--- config.mk ---
export PLATFORM = sky130hd
export DESIGN_NAME = muldiv_ctrl
export DESIGN_NICKNAME = d
export VERILOG_FILES = /design/src/rtl/muldiv_ctrl.sv
export SDC_FILE = /design/constraint.sdc
export NUM_CORES = 2
export LEC_CHECK = 0
export BUFFER_PORTS_ARGS = -buffer_cell sky130_fd_sc_hd__buf_4
export CORE_ASPECT_RATIO = 0.7
export CORE_MARGIN = 3
export CORE_UTILIZATION = 40
export DETAILED_ROUTE_END_ITERATION = 10
export GPL_ROUTABILITY_DRIVEN = 1
export PLACE_DENSITY_LB_ADDON = 0.3
export REMOVE_ABC_BUFFERS = 1
export SLEW_MARGIN = 5
export SYNTH_ARGS = -nofsm -noshare
export SYNTH_HDL_FRONTEND = slang
export SYNTH_SLANG_ARGS = --single-unit
export TNS_END_PERCENT = 20
--- constraint.sdc ---
create_clock -name clk -period 10.9 [get_ports clk]
set_input_delay 1.635 -clock clk [delete_from_list [all_inputs] [get_ports clk]]
set_output_delay 1.635 -clock clk [all_outputs]
set_load 0.03 [all_outputs]
--- src/rtl/muldiv_ctrl.sv ---
// muldiv_ctrl: multi-cycle multiply/divide sequencer for the MIPS execute stage.
// Runs MULT/MULTU in a 2-cycle multiplier path and DIV/DIVU as a restoring
// shift-subtract divider producing one quotient bit per cycle. The 64-bit
// result is held in DONE until the pipeline accepts it.
//
// Ports:
//   clk          clock, rising edge
//   rst          synchronous active-high reset (aborts op, clears outputs)
//   startE       E-stage instruction is a mul/div op
//   opE[1:0]     00 MULT, 01 MULTU, 10 DIV, 11 DIVU
//   srcaE[31:0]  rs operand (multiplicand / dividend)
//   srcbE[31:0]  rt operand (multiplier / divisor)
//   cancel       exception flush of E; aborts any operation
//   stallIn      pipeline stall; result held in DONE while high
//   busyE        operation in progress (combinational in the start cycle)
//   resultValid  hiOut/loOut hold the E-stage instruction's result
//   hiOut[31:0]  product[63:32] or remainder
//   loOut[31:0]  product[31:0] or quotient
module muldiv_ctrl #(
    parameter int unsigned DIV_ITER = 32
) (
    input  logic        clk,
    input  logic        rst,
    input  logic        startE,
    input  logic [1:0]  opE,
    input  logic [31:0] srcaE,
    input  logic [31:0] srcbE,
    input  logic        cancel,
    input  logic        stallIn,
    output logic        busyE,
    output logic        resultValid,
    output logic [31:0] hiOut,
    output logic [31:0] loOut
);

    localparam int unsigned CW = $clog2(DIV_ITER + 1);
    localparam logic [CW-1:0] LAST_ITER = CW'(DIV_ITER - 1);

    typedef enum logic [1:0] {
        S_IDLE = 2'd0,
        S_MUL  = 2'd1,
        S_DIV  = 2'd2,
        S_DONE = 2'd3
    } state_t;

    state_t        r_state;
    logic          r_signed;   // MULT: sign-extend operands
    logic [31:0]   r_a;        // raw srcaE, kept for the divide-by-zero HI value
    logic [31:0]   r_b;        // multiplier, or divisor magnitude
    logic [31:0]   r_rem;
    logic [31:0]   r_quo;      // dividend shifts out as quotient bits shift in
    logic          r_negq;
    logic          r_negr;
    logic          r_dvz;
    logic [CW-1:0] r_cnt;
    logic          r_valid;
    logic [31:0]   r_hi;
    logic [31:0]   r_lo;

    // Operand magnitudes for signed divide
    logic        w_sdiv;
    logic [31:0] w_abs_a;
    logic [31:0] w_abs_b;

    assign w_sdiv  = opE[1] & ~opE[0];
    assign w_abs_a = (w_sdiv & srcaE[31]) ? (~srcaE + 32'd1) : srcaE;
    assign w_abs_b = (w_sdiv & srcbE[31]) ? (~srcbE + 32'd1) : srcbE;

    // Single 64x64 multiply on extended operands covers signed and unsigned
    logic [63:0] w_ext_a;
    logic [63:0] w_ext_b;
    logic [63:0] w_prod;

    assign w_ext_a = r_signed ? {{32{r_a[31]}}, r_a} : {32'd0, r_a};
    assign w_ext_b = r_signed ? {{32{r_b[31]}}, r_b} : {32'd0, r_b};
    assign w_prod  = w_ext_a * w_ext_b;

    // One restoring-divide iteration; bit 33 of the difference is the borrow
    logic [32:0] w_shift;
    logic [33:0] w_diff;
    logic        w_borrow;
    logic [31:0] w_rem_n;
    logic [31:0] w_quo_n;
    logic [31:0] w_q_fix;
    logic [31:0] w_r_fix;

    assign w_shift  = {r_rem, r_quo[31]};
    assign w_diff   = {1'b0, w_shift} - {2'b00, r_b};
    assign w_borrow = w_diff[33];
    assign w_rem_n  = w_borrow ? w_shift[31:0] : w_diff[31:0];
    assign w_quo_n  = {r_quo[30:0], ~w_borrow};
    assign w_q_fix  = r_negq ? (~w_quo_n + 32'd1) : w_quo_n;
    assign w_r_fix  = r_negr ? (~w_rem_n + 32'd1) : w_rem_n;

    // Combinational in IDLE so the pipeline freezes in the start cycle
    assign busyE = ((r_state == S_IDLE) & startE & ~cancel)
                 | (r_state == S_MUL) | (r_state == S_DIV);

    assign resultValid = r_valid;
    assign hiOut       = r_hi;
    assign loOut       = r_lo;

    // Sequencer FSM and datapath registers
    always_ff @(posedge clk) begin
        if (rst) begin
            r_state  <= S_IDLE;
            r_signed <= 1'b0;
            r_a      <= '0;
            r_b      <= '0;
            r_rem    <= '0;
            r_quo    <= '0;
            r_negq   <= 1'b0;
            r_negr   <= 1'b0;
            r_dvz    <= 1'b0;
            r_cnt    <= '0;
            r_valid  <= 1'b0;
            r_hi     <= '0;
            r_lo     <= '0;
        end else if (cancel) begin
            // Abort: outputs keep the last committed result
            r_state <= S_IDLE;
            r_valid <= 1'b0;
        end else begin
            case (r_state)
                S_IDLE: begin
                    if (startE) begin
                        r_signed <= ~opE[0];
                        r_a      <= srcaE;
                        r_b      <= opE[1] ? w_abs_b : srcbE;
                        r_quo    <= w_abs_a;
                        r_rem    <= '0;
                        r_cnt    <= '0;
                        r_negq   <= w_sdiv & (srcaE[31] ^ srcbE[31]);
                        r_negr   <= w_sdiv & srcaE[31];
                        r_dvz    <= (srcbE == 32'd0);
                        r_state  <= opE[1] ? S_DIV : S_MUL;
                    end
                end
                S_MUL: begin
                    r_hi    <= w_prod[63:32];
                    r_lo    <= w_prod[31:0];
                    r_valid <= 1'b1;
                    r_state <= S_DONE;
                end
                S_DIV: begin
                    r_rem <= w_rem_n;
                    r_quo <= w_quo_n;
                    r_cnt <= r_cnt + CW'(1);
                    if (r_cnt == LAST_ITER) begin
                        // Divide by zero bypasses the sign fix entirely
                        if (r_dvz) begin
                            r_hi <= r_a;
                            r_lo <= 32'hFFFF_FFFF;
                        end else begin
                            r_hi <= w_r_fix;
                            r_lo <= w_q_fix;
                        end
                        r_valid <= 1'b1;
                        r_state <= S_DONE;
                    end
                end
                S_DONE: begin
                    // startE ignored here: the finished instruction is still in E
                    if (!stallIn) begin
                        r_valid <= 1'b0;
                        r_state <= S_IDLE;
                    end
                end
                default: begin
                    r_state <= S_IDLE;
                end
            endcase
        end
    end

endmodule

## Yosys cells after proc, flatten, opt, wreduce, memory -nomap -nowiden

Index checks and enable logic that the tools add are counted.

- $add $sub $neg: 6
- $mul: 1
- Div/mod/pow operators: 0
- Order comparisons: 0
- Eq/ne operators: 7
- Shift-type cells: 0
- Multiplexer cells: 28
- Bitwise logic cells: 16
- Reduce and logical (&&, ||, !) cells: 11

Operator list:

| cell | count |
|---|---|
| $mux W32 | 12 |
| $pmux W32 S2 | 4 |
| $add A32 B1 Y32 const B | 4 |
| $mux W64 | 2 |
| $not A32 Y32 | 4 |
| $mul A64 B64 Y64 | 1 |
| $sub A33 B32 Y34 | 1 |
| $logic_not A32 Y1 | 1 |
| $reduce_and A3 Y1 | 5 |
| $pmux W6 S2 | 1 |
| $mux W2 | 4 |
| $pmux W2 S4 | 1 |
| $add A6 B1 Y6 const B | 1 |
| $and A1 B1 Y1 | 6 |
| $eq A6 B5 Y1 const B | 1 |
| $mux W6 | 1 |
| $eq A2 B2 Y1 const B | 2 |
| $ne A2 B2 Y1 const B | 2 |
| $reduce_bool A2 Y1 | 2 |
| $not A1 Y1 | 3 |
| $pmux W1 S3 | 1 |
| $reduce_bool A3 Y1 | 1 |
| $eq A2 B1 Y1 const B | 1 |
| $logic_not A2 Y1 | 1 |
| other kinds (5) | 7 |

- Bits in registers: 205
- Latch bits: 0
- RAM bits: 0
- ROM bits: 0
- Output and inout bits: 66
- Logic and storage cells: 82
- Memories kept: 0

## Logic depth before layout (Yosys ltp)

- Word-level depth: 8
- Depth in mapped cells: 39
- Mapped depth without buffers: 36

## Worst setup path before layout

Ideal clock, no wire load.

- Path kind: register -> register
- Start point: reg r_a[31]
- End point: reg r_hi[23] (netlist: hiOut[23])
- Setup time: 134 ps
- Arrival time: 9,161 ps
- Setup slack: 1,605 ps
- Stages on the path, launching flop included: 32
- Period minus slack after synthesis: 9,295 ps
- Path through: dfxtp_1 and2_1 clkbuf_1 clkbuf_1 nand2_1 fa_1 inv_1 fa_1 fa_1 inv_1 fa_1 inv_1 fa_1 fa_1 fa_1 fa_1 fa_1 inv_1 fa_1 inv_1 ha_1 a21o_1 a21o_1 a21oi_1 o2111ai_1 nor3b_1 o31ai_1 and2_1 or2_2 mux2i_1 a2111oi_0 a211oi_1

- Cells in the longest elaborated chain, start to end: 3

Ends and longest elaborated chain:

| element | line | source |
|---|---|---|
| start: declaration | 48 | `logic [31:0] r_a;` |
| start signal: assignment | 128 | `r_a <= srcaE;` |
| $mux W64 | 74 | `assign w_ext_a = r_signed ? {{32{r_a[31]}}, r_a} : {32'd0, r_a};` |
| $mul A64 B64 Y64 | 76 | `assign w_prod = w_ext_a * w_ext_b;` |
| $pmux W32 S2 | 124 | `case (r_state)` |
| end signal: assignment | 140 | `r_hi <= w_prod[63:32];` |
| end signal: assignment | 152 | `r_hi <= r_a;` |
| end signal: assignment | 155 | `r_hi <= w_r_fix;` |
| end: declaration | 57 | `logic [31:0] r_hi;` |

Every way passes these cells.
A chain may end at the register's enable or synchronous reset.

## Final worst setup path

- Start point: reg r_b[12]
- End point: reg r_hi[26] (netlist: hiOut[26])

- Cells in the longest elaborated chain, start to end: 8
- Elaborated cells on any way between the ends: 10
- Classes of those cells: 2 x add/sub; 1 x mul; 6 x mux; 1 x bitwise

Ends and longest elaborated chain:

| element | line | source |
|---|---|---|
| start: declaration | 49 | `logic [31:0] r_b;` |
| start signal: assignment | 129 | `r_b <= opE[1] ? w_abs_b : srcbE;` |
| parallel branches: the longest is 7 deep, another holds $mul A64 B64 Y64 | n/a |  |
| $pmux W32 S2 (*) | 124 |  |

Mark *: on every way between the ends. The select of a mux whose other input is x is not followed.

==> results.ini <==
[outcome]
status = completed

[floorplan]
coreArea_um2 = 151000
rows = 119
die_w_um = 474
die_y_um = 334
io_pins = 137
initial_utilization_pct = 40.6
die_area_um2 = 158000

[timing]
min_period_over_period_pct = 96.5
hold_violations = 0
period_needed_ns = 10.52
skew_ns = 0.0389
worst_pin_slew_ns = 1.35
fmax_mhz = 95.0
timing.hold.ws_ns = 0.453
maxSlewHeadroom_pct = 10.3
slew_violations = 0
rsz0062_at_grt = no
setup_viol = 0
fin_setup_tns_ns = 0

[clocking]
insertion_delay_ns = 0.62
cts-root-buf = clkbuf_16
cts-buffers-inserted = 23
cts_max_path_buffers = 3
holdBufCountCts = 0
postCtsSetupBuffers = 0
cts.sinks = 205
cts_max_level = 1
ctsResizeCount = 0
clk_pin_slew_ns = 0.08
cts_tree = yes

[setup_path]
cp.arrival_ns = 11.02
cp-start-kind = flip-flop
cp.required_ns = 11.40
ff2ff_path_depth = 30
timing.rr.start = r_b[12]$_SDFFE_PP0P_
crit_path_max_fanout = 21
cp_common_cell = fa_1
critPathTopFamily = adder cells
cpMaxStageDelayCell = dfxtp_1
crit_path_end_kind = flip-flop
crit_buf_inv = 7
r2r-end = hiOut[26]$_SDFFE_PP0P_
critPathKind = flip-flop to flip-flop
crit_path_max_incr_delay_ns = 0.93
r2r_slack_ns = 0.38

[layout]
fin_nets = 8707
nFillCells = 14900
layout-drive-gt1-share_pct = 5.62
final_common_cell = inv_1
postLayoutCellArea_um2 = 65600
final_cell_mix = inv_1 (1592), fa_1 (1420), nand2_1 (801)
syn_to_final_growth_pct = 6.81

[power]
power_density_nw_per_um2 = 56.6
cellLeakagePower_nw = 32.7
max-vdd-ir-drop_mv = 0.0975

[logic_synthesis]
ys_types = 91
async_flop_share_pct = 0
synth_edf_count = 0
avgSynthCellArea_um2 = 8.85
synth_area_um2 = 61400
ys.flop_type = dfxtp_1
synth-seq-cells = 205
synth-warning-count = 0
yosysSeqAreaShare_pct = 6.68
postSynthCellCount = 6937

[min_path]
worst_hold_path_type = flip-flop to flip-flop
whs_path_depth = 2
worstHoldStart = loOut[2]$_SDFFE_PP0P_
min_to = loOut[2]$_SDFFE_PP0P_

[route]
vias = 48500
viasPerCell = 5.46
avgRoutedWirePerCell_um = 23.8
ant_nets = 0
drt_iter0_drc = 5094
dr.pass1.iters = 8
drt_wl_total_um = 211000
drc = 0

[placement]
placed_cell_area_um2 = 64700
port_buffers = 136
hpwl_um = 175000
gp_congestion = 0.987

[global_route]
antenna_found_initial = 10
grt_max_degree = 87
track_usage_pct = 26.9
grt-ovfl-total = 0
grt_pass1_wl_um = 321000
grt_pass1_vias = 49500

[job]
maxCapViolCount = 0

## flip-flops by register name, summed over array words and instances (netlist names)
register and cells:
r_dvz 1, r_signed 1, r_b 32, resultValid 1, r_rem 32, r_negq 1
hiOut 32, r_cnt 6, r_negr 1, r_quo 32, loOut 32, r_state 2
r_a 32
## final cells by class
class                           instances  area (µm²)  share of cell area, %
Multi-Input combinational cell       4762       49900                   76.1
Inverter                             1594        5980                   9.12
Sequential cell                       205        4110                   6.27
Tap cell                             1996        2500                   3.81
Timing Repair Buffer                  281        2200                   3.35
Clock buffer                           35         711                   1.08
Clock inverter                          7         150                  0.229
Antenna cell                            2        5.00                0.00763
## worst max path at each step
stage | from | end | slack [ns] | depth (start not counted)
2_1_floorplan | r_a[31]$_SDFFE_PP0P_ | hiOut[23]$_SDFFE_PP0P_ | 1.10 | 29
3_3_place_gp | r_a[23]$_SDFFE_PP0P_ | hiOut[23]$_SDFFE_PP0P_ | 0.57 | 31
3_5_place_dp | r_a[23]$_SDFFE_PP0P_ | hiOut[23]$_SDFFE_PP0P_ | 0.63 | 31
4_1_cts | r_b[11]$_SDFFE_PP0P_ | hiOut[26]$_SDFFE_PP0P_ | 0.57 | 30
5_1_grt | r_a[23]$_SDFFE_PP0P_ | hiOut[23]$_SDFFE_PP0P_ | 0.01 | 31
6_report | r_b[12]$_SDFFE_PP0P_ | hiOut[26]$_SDFFE_PP0P_ | 0.38 | 30
## report_power, final
part           switching [mW]  leakage, nW  internal [mW]
sequential              0.113         1.67          0.785
clock                   0.410        0.426          0.547
combinational            1.21         30.6          0.646
total                    1.74         32.7           1.98
## cells by family (layout without fill, tap and decap cells)
| kind of cell | Yosys count | after routing | share of synthesized area (%) |
|---|---|---|---|
| buf+inv | 1970 | 1917 | 12.1 |
| other cells | 0 | 2 | 0 |
| compound gates | 792 | 792 | 8.57 |
| mux | 24 | 24 | 0.411 |
| xor+xnor | 228 | 228 | 3.25 |
| fa+ha+maj | 1772 | 1772 | 53.4 |
| simple gates | 1946 | 1946 | 15.6 |
| flops | 205 | 205 | 6.68 |
## routing by layer
metal	vias up	part of all wire (%)	global-route usage (%)
li1	20800	-	-
met1	25100	45	41.3
met2	2297	41	37.7
met3	265	11	6.03
met4	4	3.4	7.61
met5	-	0.013	0
## cell usage after synthesis, types with 14 or more instances
library cell / instances / area [µm²]
or3_1: 35 / 219
o21a_1: 17 / 128
nand3_1: 71 / 355
a31oi_1: 60 / 375
a22oi_1: 33 / 248
o21bai_1: 14 / 105
mux2i_1: 16 / 160
clkbuf_1: 346 / 1300
and2_1: 584 / 3650
o31ai_1: 37 / 278
inv_1: 1592 / 5980
and3_1: 43 / 269
xnor2_1: 153 / 1340
ha_1: 349 / 4370
o21ai_0: 127 / 636
nor4_1: 14 / 87.6
nand4_1: 19 / 119
xor2_1: 75 / 657
nor2_1: 224 / 841
nand2b_1: 29 / 181
nand2_1: 803 / 3010
a21o_1: 55 / 413
a21oi_1: 208 / 1040
o211ai_1: 23 / 173
fa_1: 1420 / 28400
buf_1: 19 / 71.3
nor3_1: 47 / 235
a211oi_1: 62 / 465
dfxtp_1: 205 / 4100
o221ai_1: 20 / 175
## through the flow
step	total power, mW	setup WS, ns	cells	utilization, %
after floorplan	1.98	1.10	6561	-
after global placement	2.71	0.573	8838	42.8
after detailed placement	2.73	0.634	8838	42.8
after CTS	3.69	0.572	8880	43.3
after global routing	3.92	0.0125	8880	43.3
final	3.71	0.377	8882	43.3
## tightest hold or removal path, cell delays in order (launching register included)
cell	delay [ns]
dfxtp_1	0.31
nand2_1	0.05
a21oi_1	0.05
Note: power is estimated with default switching activity, not from simulation.
